**src/rtl/fmap_arbiter.sv**
```systemverilog
// Two-client arbiter in front of a single read-first BRAM holding a feature map.
// Read and write ports are arbitrated independently (round-robin), a client may
// lock both ports, and a granted read that hits a same-cycle write is forwarded.
module fmap_arbiter #(
   parameter int COORD_BITS = 8,
   parameter int IMG_WIDTH  = 32,
   parameter int IMG_HEIGHT = 32,
   parameter int WORD_BITS  = 64,
   localparam int ADDR_BITS = $clog2(IMG_WIDTH * IMG_HEIGHT)
) (
   input  logic                    clk,
   input  logic                    rst_n,
   input  logic                    c0_rd_req,
   input  logic [2*COORD_BITS-1:0] c0_rd_coord,
   output logic                    c0_rd_gnt,
   output logic                    c0_rd_valid,
   output logic [WORD_BITS-1:0]    c0_rd_data,
   input  logic                    c0_wr_req,
   input  logic [2*COORD_BITS-1:0] c0_wr_coord,
   input  logic [WORD_BITS-1:0]    c0_wr_data,
   output logic                    c0_wr_gnt,
   input  logic                    c0_lock,
   input  logic                    c1_rd_req,
   input  logic [2*COORD_BITS-1:0] c1_rd_coord,
   output logic                    c1_rd_gnt,
   output logic                    c1_rd_valid,
   output logic [WORD_BITS-1:0]    c1_rd_data,
   input  logic                    c1_wr_req,
   input  logic [2*COORD_BITS-1:0] c1_wr_coord,
   input  logic [WORD_BITS-1:0]    c1_wr_data,
   output logic                    c1_wr_gnt,
   input  logic                    c1_lock,
   output logic                    bram_rd_en,
   output logic [ADDR_BITS-1:0]    bram_rd_addr,
   input  logic [WORD_BITS-1:0]    bram_rd_data,
   output logic                    bram_wr_en,
   output logic [ADDR_BITS-1:0]    bram_wr_addr,
   output logic [WORD_BITS-1:0]    bram_wr_data,
   output logic                    range_err
);

   typedef enum logic [1:0] {IDLE, OWN0, OWN1} state_t;

   state_t state, state_next;

   // Last-winner pointers: 1 means client 1 won the port most recently,
   // so the reset value of 1 makes client 0 the favoured one.
   logic rd_last, wr_last;
   logic rd_g0, rd_g1, wr_g0, wr_g1;

   logic                    rd_any, wr_any, rd_ok, wr_ok, fwd_hit;
   logic [2*COORD_BITS-1:0] rd_coord, wr_coord;
   logic [ADDR_BITS-1:0]    rd_addr, wr_addr;
   logic [WORD_BITS-1:0]    wr_word, rd_word;

   logic                    rd_valid_q, rd_client_q, rd_zero_q, fwd_hit_q, range_err_q;
   logic [WORD_BITS-1:0]    fwd_data_q;

   function automatic logic coord_ok(input logic [2*COORD_BITS-1:0] c);
      logic [31:0] x, y;
      x = 32'(c[2*COORD_BITS-1:COORD_BITS]);
      y = 32'(c[COORD_BITS-1:0]);
      return (x < 32'(IMG_WIDTH)) && (y < 32'(IMG_HEIGHT));
   endfunction

   function automatic logic [ADDR_BITS-1:0] coord_addr(input logic [2*COORD_BITS-1:0] c);
      logic [31:0] x, y;
      x = 32'(c[2*COORD_BITS-1:COORD_BITS]);
      y = 32'(c[COORD_BITS-1:0]);
      return ADDR_BITS'(y * 32'(IMG_WIDTH) + x);
   endfunction

   // Ownership state register.
   always_ff @(posedge clk) begin
      if (!rst_n) state <= IDLE;
      else        state <= state_next;
   end

   // Grants and ownership transitions; nothing is granted while reset is held.
   always_comb begin
      rd_g0      = 1'b0;
      rd_g1      = 1'b0;
      wr_g0      = 1'b0;
      wr_g1      = 1'b0;
      state_next = state;
      if (rst_n) begin
         case (state)
            IDLE: begin
               if (c0_rd_req && c1_rd_req) begin
                  rd_g0 = rd_last;
                  rd_g1 = !rd_last;
               end else begin
                  rd_g0 = c0_rd_req;
                  rd_g1 = c1_rd_req;
               end
               if (c0_wr_req && c1_wr_req) begin
                  wr_g0 = wr_last;
                  wr_g1 = !wr_last;
               end else begin
                  wr_g0 = c0_wr_req;
                  wr_g1 = c1_wr_req;
               end
               if (c0_lock && (rd_g0 || wr_g0) && c1_lock && (rd_g1 || wr_g1))
                  state_next = rd_last ? OWN0 : OWN1;
               else if (c0_lock && (rd_g0 || wr_g0))
                  state_next = OWN0;
               else if (c1_lock && (rd_g1 || wr_g1))
                  state_next = OWN1;
            end
            OWN0: begin
               rd_g0 = c0_rd_req;
               wr_g0 = c0_wr_req;
               if (!c0_lock) state_next = IDLE;
            end
            OWN1: begin
               rd_g1 = c1_rd_req;
               wr_g1 = c1_wr_req;
               if (!c1_lock) state_next = IDLE;
            end
            default: state_next = IDLE;
         endcase
      end
   end

   // BRAM port drive from the granted request; out-of-range coordinates never enable the BRAM.
   always_comb begin
      rd_any       = rd_g0 || rd_g1;
      wr_any       = wr_g0 || wr_g1;
      rd_coord     = rd_g1 ? c1_rd_coord : c0_rd_coord;
      wr_coord     = wr_g1 ? c1_wr_coord : c0_wr_coord;
      wr_word      = wr_g1 ? c1_wr_data  : c0_wr_data;
      rd_ok        = coord_ok(rd_coord);
      wr_ok        = coord_ok(wr_coord);
      rd_addr      = coord_addr(rd_coord);
      wr_addr      = coord_addr(wr_coord);
      bram_rd_en   = rd_any && rd_ok;
      bram_wr_en   = wr_any && wr_ok;
      bram_rd_addr = bram_rd_en ? rd_addr : '0;
      bram_wr_addr = bram_wr_en ? wr_addr : '0;
      bram_wr_data = bram_wr_en ? wr_word : '0;
      fwd_hit      = bram_rd_en && bram_wr_en && (rd_addr == wr_addr);
   end

   // Round-robin pointers, read-return bookkeeping, write forwarding and the sticky range flag.
   always_ff @(posedge clk) begin
      if (!rst_n) begin
         rd_last     <= 1'b1;
         wr_last     <= 1'b1;
         rd_valid_q  <= 1'b0;
         rd_client_q <= 1'b0;
         rd_zero_q   <= 1'b0;
         fwd_hit_q   <= 1'b0;
         fwd_data_q  <= '0;
         range_err_q <= 1'b0;
      end else begin
         if (rd_any) rd_last <= rd_g1;
         if (wr_any) wr_last <= wr_g1;
         rd_valid_q  <= rd_any;
         rd_client_q <= rd_g1;
         rd_zero_q   <= rd_any && !rd_ok;
         fwd_hit_q   <= fwd_hit;
         if (fwd_hit) fwd_data_q <= wr_word;
         if ((rd_any && !rd_ok) || (wr_any && !wr_ok)) range_err_q <= 1'b1;
      end
   end

   // Returned data selection; outputs are forced quiet while reset is held.
   always_comb begin
      rd_word     = rd_zero_q ? '0 : (fwd_hit_q ? fwd_data_q : bram_rd_data);
      c0_rd_gnt   = rd_g0;
      c1_rd_gnt   = rd_g1;
      c0_wr_gnt   = wr_g0;
      c1_wr_gnt   = wr_g1;
      c0_rd_valid = rst_n && rd_valid_q && !rd_client_q;
      c1_rd_valid = rst_n && rd_valid_q && rd_client_q;
      c0_rd_data  = c0_rd_valid ? rd_word : '0;
      c1_rd_data  = c1_rd_valid ? rd_word : '0;
      range_err   = rst_n && range_err_q;
   end

endmodule

```
**config.mk**
```make
export PLATFORM = sky130hd
export DESIGN_NAME = fmap_arbiter
export DESIGN_NICKNAME = d
export VERILOG_FILES = /design/src/rtl/fmap_arbiter.sv
export SDC_FILE = /design/constraint.sdc
export NUM_CORES = 1
export LEC_CHECK = 0
export BUFFER_PORTS_ARGS = -buffer_cell sky130_fd_sc_hd__buf_4
export CORE_AREA = 3 3 186 188
export DETAILED_ROUTE_END_ITERATION = 8
export DIE_AREA = 0 0 189 191
export RECOVER_POWER = 50
export SLEW_MARGIN = 40
export SYNTH_ARGS = -nofsm -noshare
export SYNTH_HDL_FRONTEND = slang
export SYNTH_SLANG_ARGS = --single-unit
```
**constraint.sdc**
```tcl
create_clock -name clk -period 8.93 [get_ports clk]
set_input_delay 1.786 -clock clk [delete_from_list [all_inputs] [get_ports clk]]
set_output_delay 1.786 -clock clk [all_outputs]
set_load 0.005 [all_outputs]
```
After elaboration in Yosys (flattened, before gate mapping)
Index checks and enable logic that the tools add are counted.

storage, ports and cells
  input port bits = 264
  output and inout bits = 221
  flip-flop bits (word level) = 73

operators by class
  equal/unequal tests = 6
  $lt $le $gt $ge = 4
  reductions and logical operators = 30
  $add $sub $neg = 2
  multiplexer cells = 37

operators with widths
  kind                                                         count
  two-way mux 64 bit                                           6
  less-than comparator 8 x 6 -> 1 bit (second input constant)  4
  two-way mux 16 bit                                           2
  adder 10 x 8 -> 10 bit                                       2
  two-way mux 10 bit                                           2
  logical AND 1 bit                                            18
  two-way mux 1 bit                                            16
  two-way mux 2 bit                                            6
  == test 10 bit                                               1
  case mux 1 bit (2 select lines)                              4
  case mux 2 bit (3 select lines)                              1
  logical NOT 1 bit                                            5
  logical OR 1 bit                                             5
  != test 2 bit (second input constant)                        2
  != test 4 bit (second input constant)                        1
  AND reduction 3 bit                                          1
  == test 2 x 1 -> 1 bit (second input constant)               1
  == test 2 bit (second input constant)                        1
  logical NOT 2 bit                                            1

Depth between registers and ports, before layout
  word-level depth = 12
  gate-level depth with buffers = 16

Least setup slack after synthesis
Ideal clock, no wire load.

  path kind = input port to output port
  from = input port rst_n
  to = output port bram_wr_addr[9]
  slack = 2.760 ns
  required time = 7.144 ns
  stages = 12
  path buffers = 3
  arrival = 4.384 ns
  path through = buf_2 nand3b_1 nor2_2 buf_6 clkbuf_1 mux2_2 ha_1 fa_1 o211ai_1 a32oi_1 xor2_1 nor2_1

on the way
  cells in the longest elaborated chain, start to end = 6
  elaborated cells between the ends (all ways) = 10
  those cells by class = add/sub: 1; order compare: 2; mux: 4; reduce/logical: 3

RTL lines
  what                                 line  RTL
  start, declared                      12    input logic rst_n,
  two-way mux 1 bit (*)                86    if (rst_n) begin
  via c1_wr_gnt                        31    output logic c1_wr_gnt,
  two-way mux 16 bit                   130   wr_coord = wr_g1 ? c1_wr_coord : c0_wr_coord;
  less-than comparator 8 x 6 -> 1 bit  63    return (x < 32'(IMG_WIDTH)) && (y < 32'(IMG_HEIGHT));
  logical AND 1 bit                    63
  logical AND 1 bit                    137   bram_wr_en = wr_any && wr_ok;
  two-way mux 10 bit (*)               139   bram_wr_addr = bram_wr_en ? wr_addr : '0;
  end, declared                        37    output logic [ADDR_BITS-1:0] bram_wr_addr,

Mark *: on every way through the listed nets, which the timed path passes. The rest lies on a longest branch.

Worst setup path in the final report
  from = input port rst_n
  to = output port bram_rd_addr[2]

on the way
  cells in the longest elaborated chain, start to end = 6
  elaborated cells between the ends (all ways) = 10
  those cells by class = add/sub: 1; order compare: 2; mux: 4; reduce/logical: 3

RTL lines
  what                                 line  RTL
  two-way mux 1 bit                    86
  two-way mux 16 bit                   129   rd_coord = rd_g1 ? c1_rd_coord : c0_rd_coord;
  less-than comparator 8 x 6 -> 1 bit  63
  logical AND 1 bit                    63
  logical AND 1 bit                    136   bram_rd_en = rd_any && rd_ok;
  two-way mux 10 bit (*)               138   bram_rd_addr = bram_rd_en ? rd_addr : '0;
  end, declared                        34    output logic [ADDR_BITS-1:0] bram_rd_addr,

Every way passes the cells marked *; elsewhere a longest branch is shown, timed or not.

==> flow_metrics.tcl <==
set metrics [dict create \
    wl_per_cell_um 19.51 \
    cts.sinks 73 \
    cp-end-kind "output port" \
    met1_usage_pct 20.25 \
    grtUsageMet3_pct 4.401 \
    power_density_mw_per_mm2 108.6 \
    clk_pin_slew_ns 0.06 \
    clock_latency_ns 0.34 \
    slew_headroom_pct -106.6 \
    synth_simple_gate_area_share_pct 23.02 \
    min_path_type "reg2reg" \
    drt_first_pass_iters 4 \
    p_leak_nw 4.594 \
    ctsRootBufferMaster "clkbuf_16" \
    synth_compound_area_share_pct 24.36 \
    path_class "in2out" \
    dpl-instance-area_mm2 0.01087 \
    core_area_mm2 0.03328 \
    arrival_ns 5.20 \
    hold_viol 0 \
    antenna_cells 0 \
    cts_buffers 9 \
    grt_pass1_wl_um 49850 \
    cpMostUsedCell "inv_1" \
    cts_setup_buffers 0 \
    drc 0 \
    start_util_pct 21.02 \
    slowest_delay_ns 1.48 \
    ant_nets 0 \
    crit_buf_inv 5 \
    fin_area_mm2 0.01115 \
    drt-total-wl_um 33690 \
    die_area_mm2 0.03610 \
    outcome "finished, violations left" \
    async_reset_ff_share_pct 0 \
    syn_area_per_cell_um2 8.145 \
    ys_ff_latch 73 \
    post-place-ws_ns 2.195 \
    synthAdderAreaFrac_pct 1.645 \
    nets 1546 \
    synthCells 859 \
    row_count 67 \
    fin_crit_sh_pct 78.29 \
    setup_violations 0 \
    synth_top_family_by_area "compound AO/OA/AOI/OAI gates" \
    yosysUniqueCellTypes 54 \
    ir_drop_v 0.00009441 \
    grt_pass1_vias 8319 \
    hpwl_um 26840 \
    synth_ff_type "dfxtp_1" \
    clock_path_buffers 2 \
    rsz0062_at_grt "no" \
    ioPinCount 485 \
    worstMarginPinSlew_ns 3.099 \
    yosysWarnings 0 \
    gp_congestion 0.8642 \
    fp.dieW_um 189 \
    period_needed_ns 6.991 \
    cp_top_family "buffers and inverters" \
    tritoncts "yes" \
    synth-xor-area-share_pct 2.003 \
    muxShareOfSynthArea_pct 20.82 \
    setup_ws_ns 1.939 \
    cap_violations 3 \
    synth-edff-count 0 \
    grt_max_degree 67 \
    drt_first_iter_violations 368 \
    die_h_um 191 \
    worstPathMaxFanout 33 \
    vias 8333 \
    grt_overflow_total 0 \
    crit_path_top_delay_cell "clkinvlp_2" \
    vias_per_cell 4.825 \
    drive_gt1_share_pct 50.74 \
    maxSlewViolCount 149 \
    timing.fmax_mhz 143.0 \
    violations "capacitance limit, slew limit" \
    grt_use_met2_pct 31.92 \
    crit_chain "clkbuf_1, clkinvlp_2, a21o_1, inv_1, nand2_1, inv_1, o21a_1, buf_4" \
    gr-usage-all-layers_pct 17.65 \
    netlist_area_mm2 0.006997 \
    yosysSeqAreaShare_pct 20.89 \
    holdBufCountCts 0 \
    cts_resized 0 \
    syn_to_final_growth_pct 59.39 \
    top_usage_layer "met2" \
    h-tree-depth 3 \
    fin_skew_ns 0.008298 \
    setup_tns_ns 0 \
    port_buffers 484 \
    required_ns 7.14 \
    antenna_found_initial 0 \
    cp-start-kind "primary input" \
    syn-num-nets 1131 \
]
[where the power goes]
group          switching (mW)  internal, mW
clock                   0.154         0.253
sequential            0.00951         0.329
combinational           0.288         0.178
total                   0.451         0.760
[path summary, 6_finish.rpt]
| kind | startpoint | end | slack, ns | cells after the start |
|---|---|---|---|---|
| worst max register to register | state[0]$_SDFFE_PN0P_ | fwd_data_q[49]$_SDFFE_PN0P_ | 3.69 | 14 |
| worst min-delay path | wr_last$_SDFFE_PN1P_ | wr_last$_SDFFE_PN1P_ | 0.57 | 1 |
| worst max-delay path | rst_n | bram_rd_addr[2] | 1.94 | 8 |
| worst min register to register | wr_last$_SDFFE_PN1P_ | wr_last$_SDFFE_PN1P_ | 0.57 | 1 |
[layout make-up]
cell class / instances / area (um^2)
Multi-Input combinational cell: 685 / 5066
Sequential cell: 73 / 1469
Clock buffer: 10 / 239.0
Inverter: 9 / 35.03
Clock inverter: 6 / 87.58
Fill cell: 3523 / 22130
Timing Repair Buffer: 496 / 3695
Tap cell: 448 / 560.5
[per-stage QoR]
stage	std cells	utilization, %	power, mW	hold slack, ns
after floorplan	859	-	0.6135	0.4999
after CTS	1726	33.66	1.232	0.5734
after global placement	1709	32.61	0.8086	0.5417
final	1727	33.51	1.211	0.5748
after detailed placement	1710	32.67	0.8128	0.5522
after global routing	1727	33.51	1.290	0.5999
[per-layer routing]
layer | vias up | routed length, um
li1 | 3952 | -
met1 | 3944 | 13230
met2 | 396 | 16900
met3 | 41 | 2563
met4 | 0 | 1003
met5 | - | 0
[synthesized netlist by cell type (8+ instances only)]
| cell type | instances | area share [%] |
|---|---|---|
| o211ai_1 | 8 | 0.86 |
| a211oi_2 | 60 | 11 |
| nand3_1 | 9 | 0.64 |
| clkbuf_1 | 45 | 2.4 |
| xor2_1 | 13 | 1.6 |
| a41oi_1 | 64 | 8.0 |
| buf_2 | 23 | 1.6 |
| buf_6 | 10 | 1.6 |
| dfxtp_1 | 73 | 21 |
| or2_2 | 64 | 5.7 |
| mux2i_1 | 132 | 19 |
| nor2_1 | 209 | 11 |
| mux2_2 | 12 | 1.9 |
| a21oi_1 | 9 | 0.64 |
[placed cells by master (no fill, tap or decap), drive strengths merged, types with 4 or more instances in the layout]
master / count
nor4: 6
dfxtp: 73
mux2: 12
mux2i: 132
clkbuf: 144
a211oi: 66
xor2: 13
nand2: 6
a41oi: 64
a21boi: 6
o21ai: 8
ha: 6
o21a: 4
nor2: 211
inv: 10
a211o: 4
nand4: 4
nand3: 9
and3b: 4
and3: 5
and2: 7
nand3b: 5
o211ai: 8
or2: 66
a21oi: 9
nand2b: 5
buf: 362
[cells by family (layout without fill, tap and decap cells)]
kind of cell	Yosys count	after routing
xor+xnor	16	16
mux	144	144
simple gates	337	337
buf+inv	101	521
fa+ha+maj	8	8
compound gates	180	180
flops	73	73
[sequential cells by signal (all words and copies together), names as in the netlist]
signal	cells
fwd_data_q	64
state	2
fwd_hit_q	1
range_err_q	1
rd_client_q	1
rd_last	1
rd_valid_q	1
rd_zero_q	1
wr_last	1
No activity file was read; power rests on OpenSTA's default activity.
